File: src/rtl/pulse_sequencer_pkg.sv
// Shared definitions for the pulse sequencer.
// Holds the FSM state encoding, the timer width and the packed layout of one
// event-table entry: {last, out[OUT_W-1:0], time[TIME_W-1:0]}.
package pulse_sequencer_pkg;

    localparam int TIME_W = 64;
    localparam int LAST_W = 1;
    localparam int STATE_W = 3;

    localparam int ENTRY_TIME_LSB = 0;
    localparam int ENTRY_OUT_LSB  = TIME_W;

    localparam logic [STATE_W-1:0] S_IDLE   = 3'd0;
    localparam logic [STATE_W-1:0] S_LOAD   = 3'd1;
    localparam logic [STATE_W-1:0] S_WAIT   = 3'd2;
    localparam logic [STATE_W-1:0] S_FIRE   = 3'd3;
    localparam logic [STATE_W-1:0] S_FINISH = 3'd4;

    // Total bits of one packed table entry for a given TTL word width.
    function automatic int entry_w(input int out_w);
        return LAST_W + out_w + TIME_W;
    endfunction

endpackage

File: src/rtl/pulse_sequencer_if.sv
// Control/status bundle of the pulse sequencer.
//   cfg_we/cfg_addr/cfg_time/cfg_out/cfg_last : event-table write port
//   arm/abort                                 : sequence start/stop pulses
//   busy/done/ttl_out/event_strobe/event_idx/err_late : sequencer status
// master = controller driving the sequencer, slave = the sequencer itself.
interface pulse_sequencer_if #(
    parameter int DEPTH = 16,
    parameter int OUT_W = 8
) ();
    import pulse_sequencer_pkg::*;

    localparam int ADDR_W = $clog2(DEPTH);

    logic              cfg_we;
    logic [ADDR_W-1:0] cfg_addr;
    logic [TIME_W-1:0] cfg_time;
    logic [OUT_W-1:0]  cfg_out;
    logic              cfg_last;
    logic              arm;
    logic              abort;

    logic              busy;
    logic              done;
    logic [OUT_W-1:0]  ttl_out;
    logic              event_strobe;
    logic [ADDR_W-1:0] event_idx;
    logic              err_late;

    modport master (
        output cfg_we, cfg_addr, cfg_time, cfg_out, cfg_last, arm, abort,
        input  busy, done, ttl_out, event_strobe, event_idx, err_late
    );

    modport slave (
        input  cfg_we, cfg_addr, cfg_time, cfg_out, cfg_last, arm, abort,
        output busy, done, ttl_out, event_strobe, event_idx, err_late
    );

endinterface

File: src/rtl/pulse_table.sv
// Event-table storage: DEPTH entries of WIDTH bits.
// Ports: clk; we/waddr/wdata synchronous write; raddr/rdata registered read
// (rdata reflects mem[raddr] one clock after raddr is presented).
// The array is deliberately not reset so it maps onto plain RAM.
module pulse_table #(
    parameter int DEPTH  = 16,
    parameter int WIDTH  = 73,
    parameter int ADDR_W = $clog2(DEPTH)
) (
    input  logic              clk,
    input  logic              we,
    input  logic [ADDR_W-1:0] waddr,
    input  logic [WIDTH-1:0]  wdata,
    input  logic [ADDR_W-1:0] raddr,
    output logic [WIDTH-1:0]  rdata
);

    logic [WIDTH-1:0] mem [DEPTH];

    always_ff @(posedge clk) begin
        if (we) begin
            mem[waddr] <= wdata;
        end
        rdata <= mem[raddr];
    end

endmodule

File: src/rtl/pulse_sequencer.sv
// Pulse sequencer: plays a programmed event table against the ns_timer count.
// Ports: clk, reset (synchronous, active high), time_elaps (64-bit ns count),
// bus (slave side of pulse_sequencer_if: table writes, arm/abort, status and
// the registered TTL output word).
// After arm the time of the arm edge becomes t0; each entry fires once
// time_elaps - t0 (mod 2^64) reaches its offset.
module pulse_sequencer
    import pulse_sequencer_pkg::*;
#(
    parameter int               DEPTH       = 16,
    parameter int               OUT_W       = 8,
    parameter logic [OUT_W-1:0] IDLE_LEVEL  = '0,
    parameter int               LATE_TOL_NS = 10
) (
    input  logic              clk,
    input  logic              reset,
    input  logic [TIME_W-1:0] time_elaps,
    pulse_sequencer_if.slave  bus
);

    localparam int                ADDR_W    = $clog2(DEPTH);
    localparam int                ENTRY_W   = entry_w(OUT_W);
    localparam logic [ADDR_W-1:0] LAST_ADDR = ADDR_W'(DEPTH - 1);
    localparam logic [TIME_W-1:0] LATE_TOL  = TIME_W'(LATE_TOL_NS);

    logic [STATE_W-1:0] state;
    logic [ADDR_W-1:0]  ptr;
    logic [TIME_W-1:0]  t0;
    logic               first_wait;

    logic               table_we;
    logic [ENTRY_W-1:0] wr_entry;
    logic [ENTRY_W-1:0] entry;
    logic [TIME_W-1:0]  entry_time;
    logic [OUT_W-1:0]   entry_out;
    logic               entry_last;

    logic [TIME_W-1:0]  elapsed;
    logic [TIME_W-1:0]  lateness;
    logic               due;
    logic               late;

    // The table is frozen while a sequence runs.
    assign table_we = bus.cfg_we && (state == S_IDLE);
    assign wr_entry = {bus.cfg_last, bus.cfg_out, bus.cfg_time};

    pulse_table #(
        .DEPTH (DEPTH),
        .WIDTH (ENTRY_W)
    ) u_table (
        .clk   (clk),
        .we    (table_we),
        .waddr (bus.cfg_addr),
        .wdata (wr_entry),
        .raddr (ptr),
        .rdata (entry)
    );

    assign entry_time = entry[ENTRY_TIME_LSB +: TIME_W];
    assign entry_out  = entry[ENTRY_OUT_LSB +: OUT_W];
    assign entry_last = entry[ENTRY_W-1];

    // Modulo-2^64 subtraction makes a timer wrap between arm and fire invisible.
    assign elapsed  = time_elaps - t0;
    assign due      = (elapsed >= entry_time);
    // lateness is only meaningful once due, otherwise it would be a wrapped huge value.
    assign lateness = elapsed - entry_time;
    assign late     = due && (lateness > LATE_TOL);

    // Abort outranks everything else, including a fire in the same cycle.
    always_ff @(posedge clk) begin
        if (reset) begin
            state            <= S_IDLE;
            ptr              <= '0;
            t0               <= '0;
            first_wait       <= 1'b0;
            bus.busy         <= 1'b0;
            bus.done         <= 1'b0;
            bus.event_strobe <= 1'b0;
            bus.event_idx    <= '0;
            bus.err_late     <= 1'b0;
            bus.ttl_out      <= IDLE_LEVEL;
        end else begin
            bus.done         <= 1'b0;
            bus.event_strobe <= 1'b0;
            if ((state != S_IDLE) && bus.abort) begin
                state       <= S_IDLE;
                bus.busy    <= 1'b0;
                bus.ttl_out <= IDLE_LEVEL;
            end else begin
                case (state)
                    S_IDLE: begin
                        if (bus.arm && !bus.abort) begin
                            t0           <= time_elaps;
                            ptr          <= '0;
                            bus.err_late <= 1'b0;
                            bus.busy     <= 1'b1;
                            state        <= S_LOAD;
                        end
                    end
                    S_LOAD: begin
                        first_wait <= 1'b1;
                        state      <= S_WAIT;
                    end
                    S_WAIT: begin
                        first_wait <= 1'b0;
                        if (first_wait && late) begin
                            bus.err_late <= 1'b1;
                        end
                        if (due) begin
                            state <= S_FIRE;
                        end
                    end
                    S_FIRE: begin
                        bus.ttl_out      <= entry_out;
                        bus.event_strobe <= 1'b1;
                        bus.event_idx    <= ptr;
                        if (entry_last || (ptr == LAST_ADDR)) begin
                            state <= S_FINISH;
                        end else begin
                            ptr   <= ptr + 1'b1;
                            state <= S_LOAD;
                        end
                    end
                    S_FINISH: begin
                        bus.done <= 1'b1;
                        bus.busy <= 1'b0;
                        state    <= S_IDLE;
                    end
                    default: begin
                        state <= S_IDLE;
                    end
                endcase
            end
        end
    end

endmodule

File: src/flat_wrapper.sv
// flat-port wrapper written by rule: the top's interface ports become plain ports
module pulse_sequencer_flat import pulse_sequencer_pkg::*;
#(
    parameter int               DEPTH       = 16,
    parameter int               OUT_W       = 8,
    parameter logic [OUT_W-1:0] IDLE_LEVEL  = '0,
    parameter int               LATE_TOL_NS = 10
)
  (clk, reset, time_elaps, bus_cfg_we, bus_cfg_addr, bus_cfg_time, bus_cfg_out, bus_cfg_last, bus_arm, bus_abort, bus_busy, bus_done, bus_ttl_out, bus_event_strobe, bus_event_idx, bus_err_late);
  pulse_sequencer_if #(.DEPTH(DEPTH), .OUT_W(OUT_W)) bus_i ();
  input  logic clk;
  input  logic reset;
  input  logic [TIME_W-1:0] time_elaps;
  input wire logic [$bits(bus_i.cfg_we)-1:0] bus_cfg_we;
  input wire logic [$bits(bus_i.cfg_addr)-1:0] bus_cfg_addr;
  input wire logic [$bits(bus_i.cfg_time)-1:0] bus_cfg_time;
  input wire logic [$bits(bus_i.cfg_out)-1:0] bus_cfg_out;
  input wire logic [$bits(bus_i.cfg_last)-1:0] bus_cfg_last;
  input wire logic [$bits(bus_i.arm)-1:0] bus_arm;
  input wire logic [$bits(bus_i.abort)-1:0] bus_abort;
  output wire logic [$bits(bus_i.busy)-1:0] bus_busy;
  output wire logic [$bits(bus_i.done)-1:0] bus_done;
  output wire logic [$bits(bus_i.ttl_out)-1:0] bus_ttl_out;
  output wire logic [$bits(bus_i.event_strobe)-1:0] bus_event_strobe;
  output wire logic [$bits(bus_i.event_idx)-1:0] bus_event_idx;
  output wire logic [$bits(bus_i.err_late)-1:0] bus_err_late;
  assign bus_i.cfg_we = bus_cfg_we;
  assign bus_i.cfg_addr = bus_cfg_addr;
  assign bus_i.cfg_time = bus_cfg_time;
  assign bus_i.cfg_out = bus_cfg_out;
  assign bus_i.cfg_last = bus_cfg_last;
  assign bus_i.arm = bus_arm;
  assign bus_i.abort = bus_abort;
  assign bus_busy = bus_i.busy;
  assign bus_done = bus_i.done;
  assign bus_ttl_out = bus_i.ttl_out;
  assign bus_event_strobe = bus_i.event_strobe;
  assign bus_event_idx = bus_i.event_idx;
  assign bus_err_late = bus_i.err_late;
  pulse_sequencer #(.DEPTH(DEPTH), .OUT_W(OUT_W), .IDLE_LEVEL(IDLE_LEVEL), .LATE_TOL_NS(LATE_TOL_NS)) u_core (.clk(clk), .reset(reset), .time_elaps(time_elaps), .bus(bus_i));
endmodule
File: config.mk
export PLATFORM = sky130hd
export DESIGN_NAME = pulse_sequencer_flat
export DESIGN_NICKNAME = d
export VERILOG_FILES = /design/src/rtl/pulse_sequencer_pkg.sv /design/src/rtl/pulse_sequencer_if.sv /design/src/rtl/pulse_table.sv /design/src/rtl/pulse_sequencer.sv /design/src/flat_wrapper.sv
export SDC_FILE = /design/constraint.sdc
export NUM_CORES = 1
export LEC_CHECK = 0
export BUFFER_PORTS_ARGS = -buffer_cell sky130_fd_sc_hd__buf_2
export CAP_MARGIN = 20
export CORE_MARGIN = 2
export CORE_UTILIZATION = 40
export DETAILED_ROUTE_END_ITERATION = 16
export GPL_ROUTABILITY_DRIVEN = 0
export SLEW_MARGIN = 20
export SYNTH_ARGS = -nofsm -noshare
export SYNTH_HDL_FRONTEND = slang
export SYNTH_SLANG_ARGS = --single-unit
export TNS_END_PERCENT = 30
File: constraint.sdc
create_clock -name clk -period 15.7 [get_ports clk]
set_input_delay 2.355 -clock clk [delete_from_list [all_inputs] [get_ports clk]]
set_output_delay 2.355 -clock clk [all_outputs]
set_load 0.01 [all_outputs]
==> impl_metrics.ini, run 1 <==
[outcome]
status = finished clean

[timing]
clock.fmax_mhz = 117
fin_tns_setup_ns = 0
post-route-period-util = 0.545
hold_viol = 0
rsz0062_at_grt = false
max_slew.worst_pin.slew_ns = 1.06
period_minus_slack_ns = 8.56
finalMaxSlewViolations = 0
skew_ns = 0.0239
slew_headroom = 0.291
setup_violations = 0

[power_and_ir_drop]
power_density_nw_per_um2 = 123
power_frac_seq = 0.492
ir_drop_uv = 131
switchingPower_w = 0.00194
internal_power_w = 0.00600
power_w = 0.00795
combPwrFrac = 0.109
p_clk_frac = 0.399
p_leak_nw = 20.8
switching_share = 0.245

[route]
dr_total_vias = 32300
dr.pass1.iters = 8
dr.first_iter.drc_count = 3342
viasPerCell = 5.68
drc = 0
ant_nets = 0
wl_um = 144000
wl_per_cell_um = 25.3

[critical_path]
worst_ep_required_time_ns = 16.34
cp_max_fo = 8
slowest_delay_ns = 0.54
end_kind = flop
critPathKind = input pin to flop
slowest_stage = a31oi_1
r2r_slack_ns = 8.55
path_buf_inv = 3
cp-start-kind = input pin
crit_arrival_ns = 9.20
cp_top_family = compound AO/OA/AOI/OAI gates

[yosys]
synthCells = 3485
synth_seq_cells = 1329
synth-main-ff-cell = edfxtp_1
ys_seq_area_frac = 0.671
synthArstFlopShare = 0
syn_area_per_cell_sq_um = 16.4
synth_edf_count = 1168
synth.distinct_cells = 87
synth.net_count = 3761
netlist_area_sq_um = 57100
yosys_warnings = 0

[global_route]
grt_overflow_total = 0
grt_pass1_vias = 31700
grt_max_degree = 93
track_usage = 0.196
antenna_found_initial = 28
grt_pass1_wl_um = 212000

[cts]
clock_sinks = 1329
cts_htree_levels = 4
clk_pin_slew_ns = 0.06
cts_made_buffers = 138
cts_hold_buf = 0
cts_root_buf = clkbuf_16
cts_tree = built
cts_setup_buffers = 0
clockBufferDepth = 3
ctsResizeCount = 0
insertion_delay_ns = 0.76

[place]
portBuffers = 161
place_area_sq_um = 60200
hpwl_um = 86700
placed_cells_incl_taps = 5428

[layout]
fin_area_sq_um = 64600
drive_gt1_frac = 0.217
final_net_count = 3954
fin_cells = 5684
area_growth_pct = 13.1

[floorplanning]
num_io_pins = 162
fp.dieArea_sq_um = 146000
die_h_um = 382
rows = 138
start_util = 0.403
core_area_sq_um = 142000
die_w_um = 382

[run]
drv_cap = 0

[min_path]
hp-class = flop to flop
[path summary, 6_finish.rpt]
path	from	endpoint	cells past startpoint
worst min register to register	u_core.t0[44]$_SDFFE_PP0P_	u_core.t0[44]$_SDFFE_PP0P_	2
worst min-delay path	u_core.t0[44]$_SDFFE_PP0P_	u_core.t0[44]$_SDFFE_PP0P_	2
worst max-delay path	time_elaps[0]	u_core.bus.err_late$_SDFFE_PP0P_	28
worst max register to register	u_core.t0[0]$_SDFFE_PP0P_	u_core.bus.err_late$_SDFFE_PP0P_	26
[power by group through the flow]
stage                     registers [W]  logic [W]  clock network [W]
after CTS                       0.00391   0.000848            0.00325
after global placement          0.00398   0.000844                  0
after detailed placement        0.00398   0.000842                  0
after global routing            0.00391   0.000943            0.00338
after floorplan                 0.00399   0.000565                  0
final                           0.00391   0.000867            0.00317
[worst register-to-register path, delay by kind of cell, from the launching register on]
| kind | cells | cell delay (ns) |
|---|---|---|
| simple gates | 5 | 1.16 |
| xor+xnor | 1 | 0.16 |
| fa+ha+maj | 3 | 0.99 |
| flops | 1 | 0.34 |
| compound gates | 16 | 4.35 |
| buf+inv | 1 | 0.06 |
[metrics by stage]
stage | setup WS (ns) | hold slack, ns | util
after CTS | 7.32 | 0.455 | 0.456
final | 7.14 | 0.454 | 0.456
after global placement | 6.58 | 0.442 | 0.425
after global routing | 6.67 | 0.468 | 0.456
after detailed placement | 6.50 | 0.447 | 0.425
after floorplan | 7.36 | 0.436 | -
[cells in the final DEF, fill, tap and decap left out, drive strengths merged, types with 14 or more instances in the layout]
cell	instances
xnor2	44
nor2	137
buf	211
a31oi	14
dfxtp	161
nand2	276
edfxtp	1168
mux2i	21
a21oi	232
and3	18
inv	175
clkinv	42
xor2	35
a21o	38
nor4	15
nand2b	22
o21bai	19
clkbuf	187
a211oi	21
nand3	32
or3	19
nand4	50
o21ai	108
o211ai	14
ha	128
o21a	25
nor3	35
mux4	365
[layer usage]
layer  vias up  share of wire  track usage
li1      14200              -            -
met1     16600           0.43        0.276
met2      1158           0.48        0.313
met3       276          0.065       0.0355
met4        22          0.027       0.0567
met5         -        0.00088            0
[state kept, by name (all words and copies together) (netlist names)]
| register | count |
|---|---|
| u_core.bus.err_late | 1 |
| u_core.bus.event_idx | 4 |
| u_core.first_wait | 1 |
| u_core.u_table.mem | 1168 |
| u_core.bus.done | 1 |
| u_core.ptr | 4 |
| u_core.bus.event_strobe | 1 |
| u_core.t0 | 64 |
| u_core.state | 3 |
| u_core.u_table.rdata | 73 |
| u_core.bus.ttl_out | 8 |
| u_core.bus.busy | 1 |
[synthesized netlist by cell type (all sizes together), types with 9 or more instances]
cell	number	area share
edfxtp	1168	0.61
mux4	365	0.14
nand2	276	0.018
a21oi	232	0.021
inv	165	0.011
dfxtp	161	0.056
nor2	137	0.0090
ha	128	0.028
clkbuf	114	0.0075
o21ai	108	0.0095
nand4	50	0.0055
buf	44	0.0036
xnor2	44	0.0067
a21o	38	0.0050
nor3	35	0.0032
xor2	35	0.0054
nand3	32	0.0028
o21a	25	0.0033
nand2b	22	0.0024
a211oi	21	0.0028
mux2i	21	0.0037
o21bai	19	0.0025
or3	19	0.0021
and3	18	0.0020
nor4	15	0.0016
a31oi	14	0.0015
o211ai	14	0.0018
nor2b	13	0.0014
and2	9	0.00099
or2	9	0.00099
[cell type report]
class                           instances  area [sq um]
Fill cell                           12200         77000
Clock inverter                         65           686
Sequential cell                      1329         38300
Multi-Input combinational cell       1833         17700
Inverter                              165           619
Timing Repair Buffer                  211          1190
Tap cell                             1890          2360
Clock buffer                          187          3710
Antenna cell                            4          10.0
[cell families after synthesis]
group,Yosys count,share of synthesized area
flip-flops,1329,0.671
AO/OA/AOI/OAI,575,0.0646
adder cells (fa/ha/maj),130,0.0287
multiplexers,388,0.148
AND/OR/NAND/NOR,661,0.0538
XOR/XNOR,79,0.0121
buffers and inverters,323,0.0220
Note: power is estimated with default switching activity, not from simulation.
==> inputs of run 2 (changes only) <==
clock period = 8.5 ns   (was 15.7 ns; I/O delays follow)
==> impl_metrics.ini, run 2 (synthesis gave the netlist of run 1 again) <==
[route]
ant_nets = 0
dr.pass1.iters = 6
dr.first_iter.drc_count = 3180
drc = 0
viasPerCell = 5.67
wl_um = 143000
wl_per_cell_um = 25.1
dr_total_vias = 32200

[layout]
fill_cells = 12200
fin_util = 0.457
area_growth_pct = 13.3
largest_reg_flops = 1168
final_common_cell = edfxtp_1
final_net_count = 3951
top_register = u_core.u_table.mem
top_regs = u_core.u_table.mem (1168), u_core.u_table.rdata (73), u_core.t0 (64)
drive_gt1_frac = 0.216
final_cell_mix = edfxtp_1 (1168), mux4_2 (365), nand2_1 (275)

[timing]
rsz0062_at_grt = false
hold_viol = 0
slew_headroom = 0.333
finalMaxSlewViolations = 0
setup_violations = 0
fin_tns_setup_ns = 0
max_slew.worst_pin.slew_ns = 1.00
post-route-period-util = 0.881
period_minus_slack_ns = 7.49
clock.fmax_mhz = 134
skew_ns = 0.0210
fin_hold_ws_ns = 0.455

[critical_path]
crit_start = time_elaps[0]
path_buf_inv = 3
cp-endpoint = u_core.bus.err_late$_SDFFE_PP0P_
cp.depth = 28
rr_endpoint = u_core.bus.err_late$_SDFFE_PP0P_
r2r_slack_ns = 1.33
crit_arrival_ns = 8.13
cp_top_family = compound AO/OA/AOI/OAI gates
timing.rr.start = u_core.t0[0]$_SDFFE_PP0P_
slowest_delay_ns = 0.58
end_kind = flop
crit_path_frequent_cell = o21ai_0
worst_ep_required_time_ns = 9.14
cp-start-kind = input pin
cp_max_fo = 6
slowest_stage = a221oi_1
critPathKind = input pin to flop
rr_worst_depth = 26

[global_route]
grt_pass1_vias = 31800
grt_max_degree = 129
track_usage = 0.194
antenna_found_initial = 32
grt_overflow_total = 0
grt_pass1_wl_um = 210000

[cts]
ctsResizeCount = 0
cts_tree = built
clockBufferDepth = 3
insertion_delay_ns = 0.77
clock_sinks = 1329
cts_hold_buf = 0
cts_setup_buffers = 0
cts_made_buffers = 139
cts_root_buf = clkbuf_16
cts_htree_levels = 4
clk_pin_slew_ns = 0.06

[place]
hpwl_um = 86300
portBuffers = 161

[power_and_ir_drop]
p_leak_nw = 20.8
power_w = 0.0148
power_density_nw_per_um2 = 229
ir_drop_uv = 167

[outcome]
status = finished clean

[floorplanning]
die_w_um = 382
rows = 138
num_io_pins = 162
die_h_um = 382
core_area_sq_um = 142000
start_util = 0.403
fp.dieArea_sq_um = 146000

[min_path]
hp-class = flop to flop
min_delay_path_depth = 2

[run]
drv_cap = 0
run 2: cell count changes in the layout (fill, tap and decap cells not counted), moves of 3 or more:
| cell | before | now |
|---|---|---|
| buf_12 | 1 | 6 |
| clkinv_2 | 19 | 16 |
| clkbuf_16 | 139 | 142 |
| clkinv_1 | 16 | 19 |
| buf_4 | 49 | 40 |
run 2: cell type report:
| class | instances | area [sq um] | area share |
|---|---|---|---|
| Antenna cell | 3 | 7.51 | 0.000116 |
| Clock buffer | 190 | 3760 | 0.0582 |
| Clock inverter | 67 | 746 | 0.0115 |
| Inverter | 165 | 619 | 0.00957 |
| Multi-Input combinational cell | 1833 | 17700 | 0.273 |
| Sequential cell | 1329 | 38300 | 0.592 |
| Tap cell | 1890 | 2360 | 0.0365 |
| Timing Repair Buffer | 207 | 1230 | 0.0190 |
run 2: how the worst min path moves through the flow:
stage                                from                         end
3_5_place_dp   u_core.t0[11]$_SDFFE_PP0P_  u_core.t0[11]$_SDFFE_PP0P_
2_1_floorplan  u_core.t0[10]$_SDFFE_PP0P_  u_core.t0[10]$_SDFFE_PP0P_
3_3_place_gp   u_core.t0[61]$_SDFFE_PP0P_  u_core.t0[61]$_SDFFE_PP0P_
4_1_cts         u_core.t0[2]$_SDFFE_PP0P_   u_core.t0[2]$_SDFFE_PP0P_
6_report        u_core.t0[2]$_SDFFE_PP0P_   u_core.t0[2]$_SDFFE_PP0P_
5_1_grt        u_core.t0[59]$_SDFFE_PP0P_  u_core.t0[59]$_SDFFE_PP0P_
run 2: worst reg2reg max path, delay by kind of cell (launching register included):
kind / cells / cell delay [ns]
AOI/OAI and AO/OA: 12 / 3.55
and+or+nand+nor: 9 / 1.89
adders and majority gates: 3 / 0.91
DFF: 1 / 0.34
xor gates and xnor gates: 1 / 0.30
buffers and inverters: 1 / 0.06
run 2: metrics by stage:
step	area (sq um)	std cells	worst slack (ns)
after floorplan	57100	3485	1.24
after global placement	60200	5423	0.420
after detailed placement	60200	5424	0.309
after CTS	64700	5681	1.12
after global routing	64700	5682	0.512
final	64700	5684	1.01
run 2: where the power goes:
group          total [W]  switching [W]  internal (W)
logic            0.00160        0.00107      0.000527
registers        0.00722      0.0000269       0.00719
clock network    0.00599        0.00252       0.00347
run 2: metal layers:
metal,track usage,vias to the layer above,wire length (um)
met5,0,-,116
li1,-,14200,-
met2,0.317,1120,69000
met3,0.0372,253,9210
met4,0.0522,18,3400
met1,0.267,16600,61000
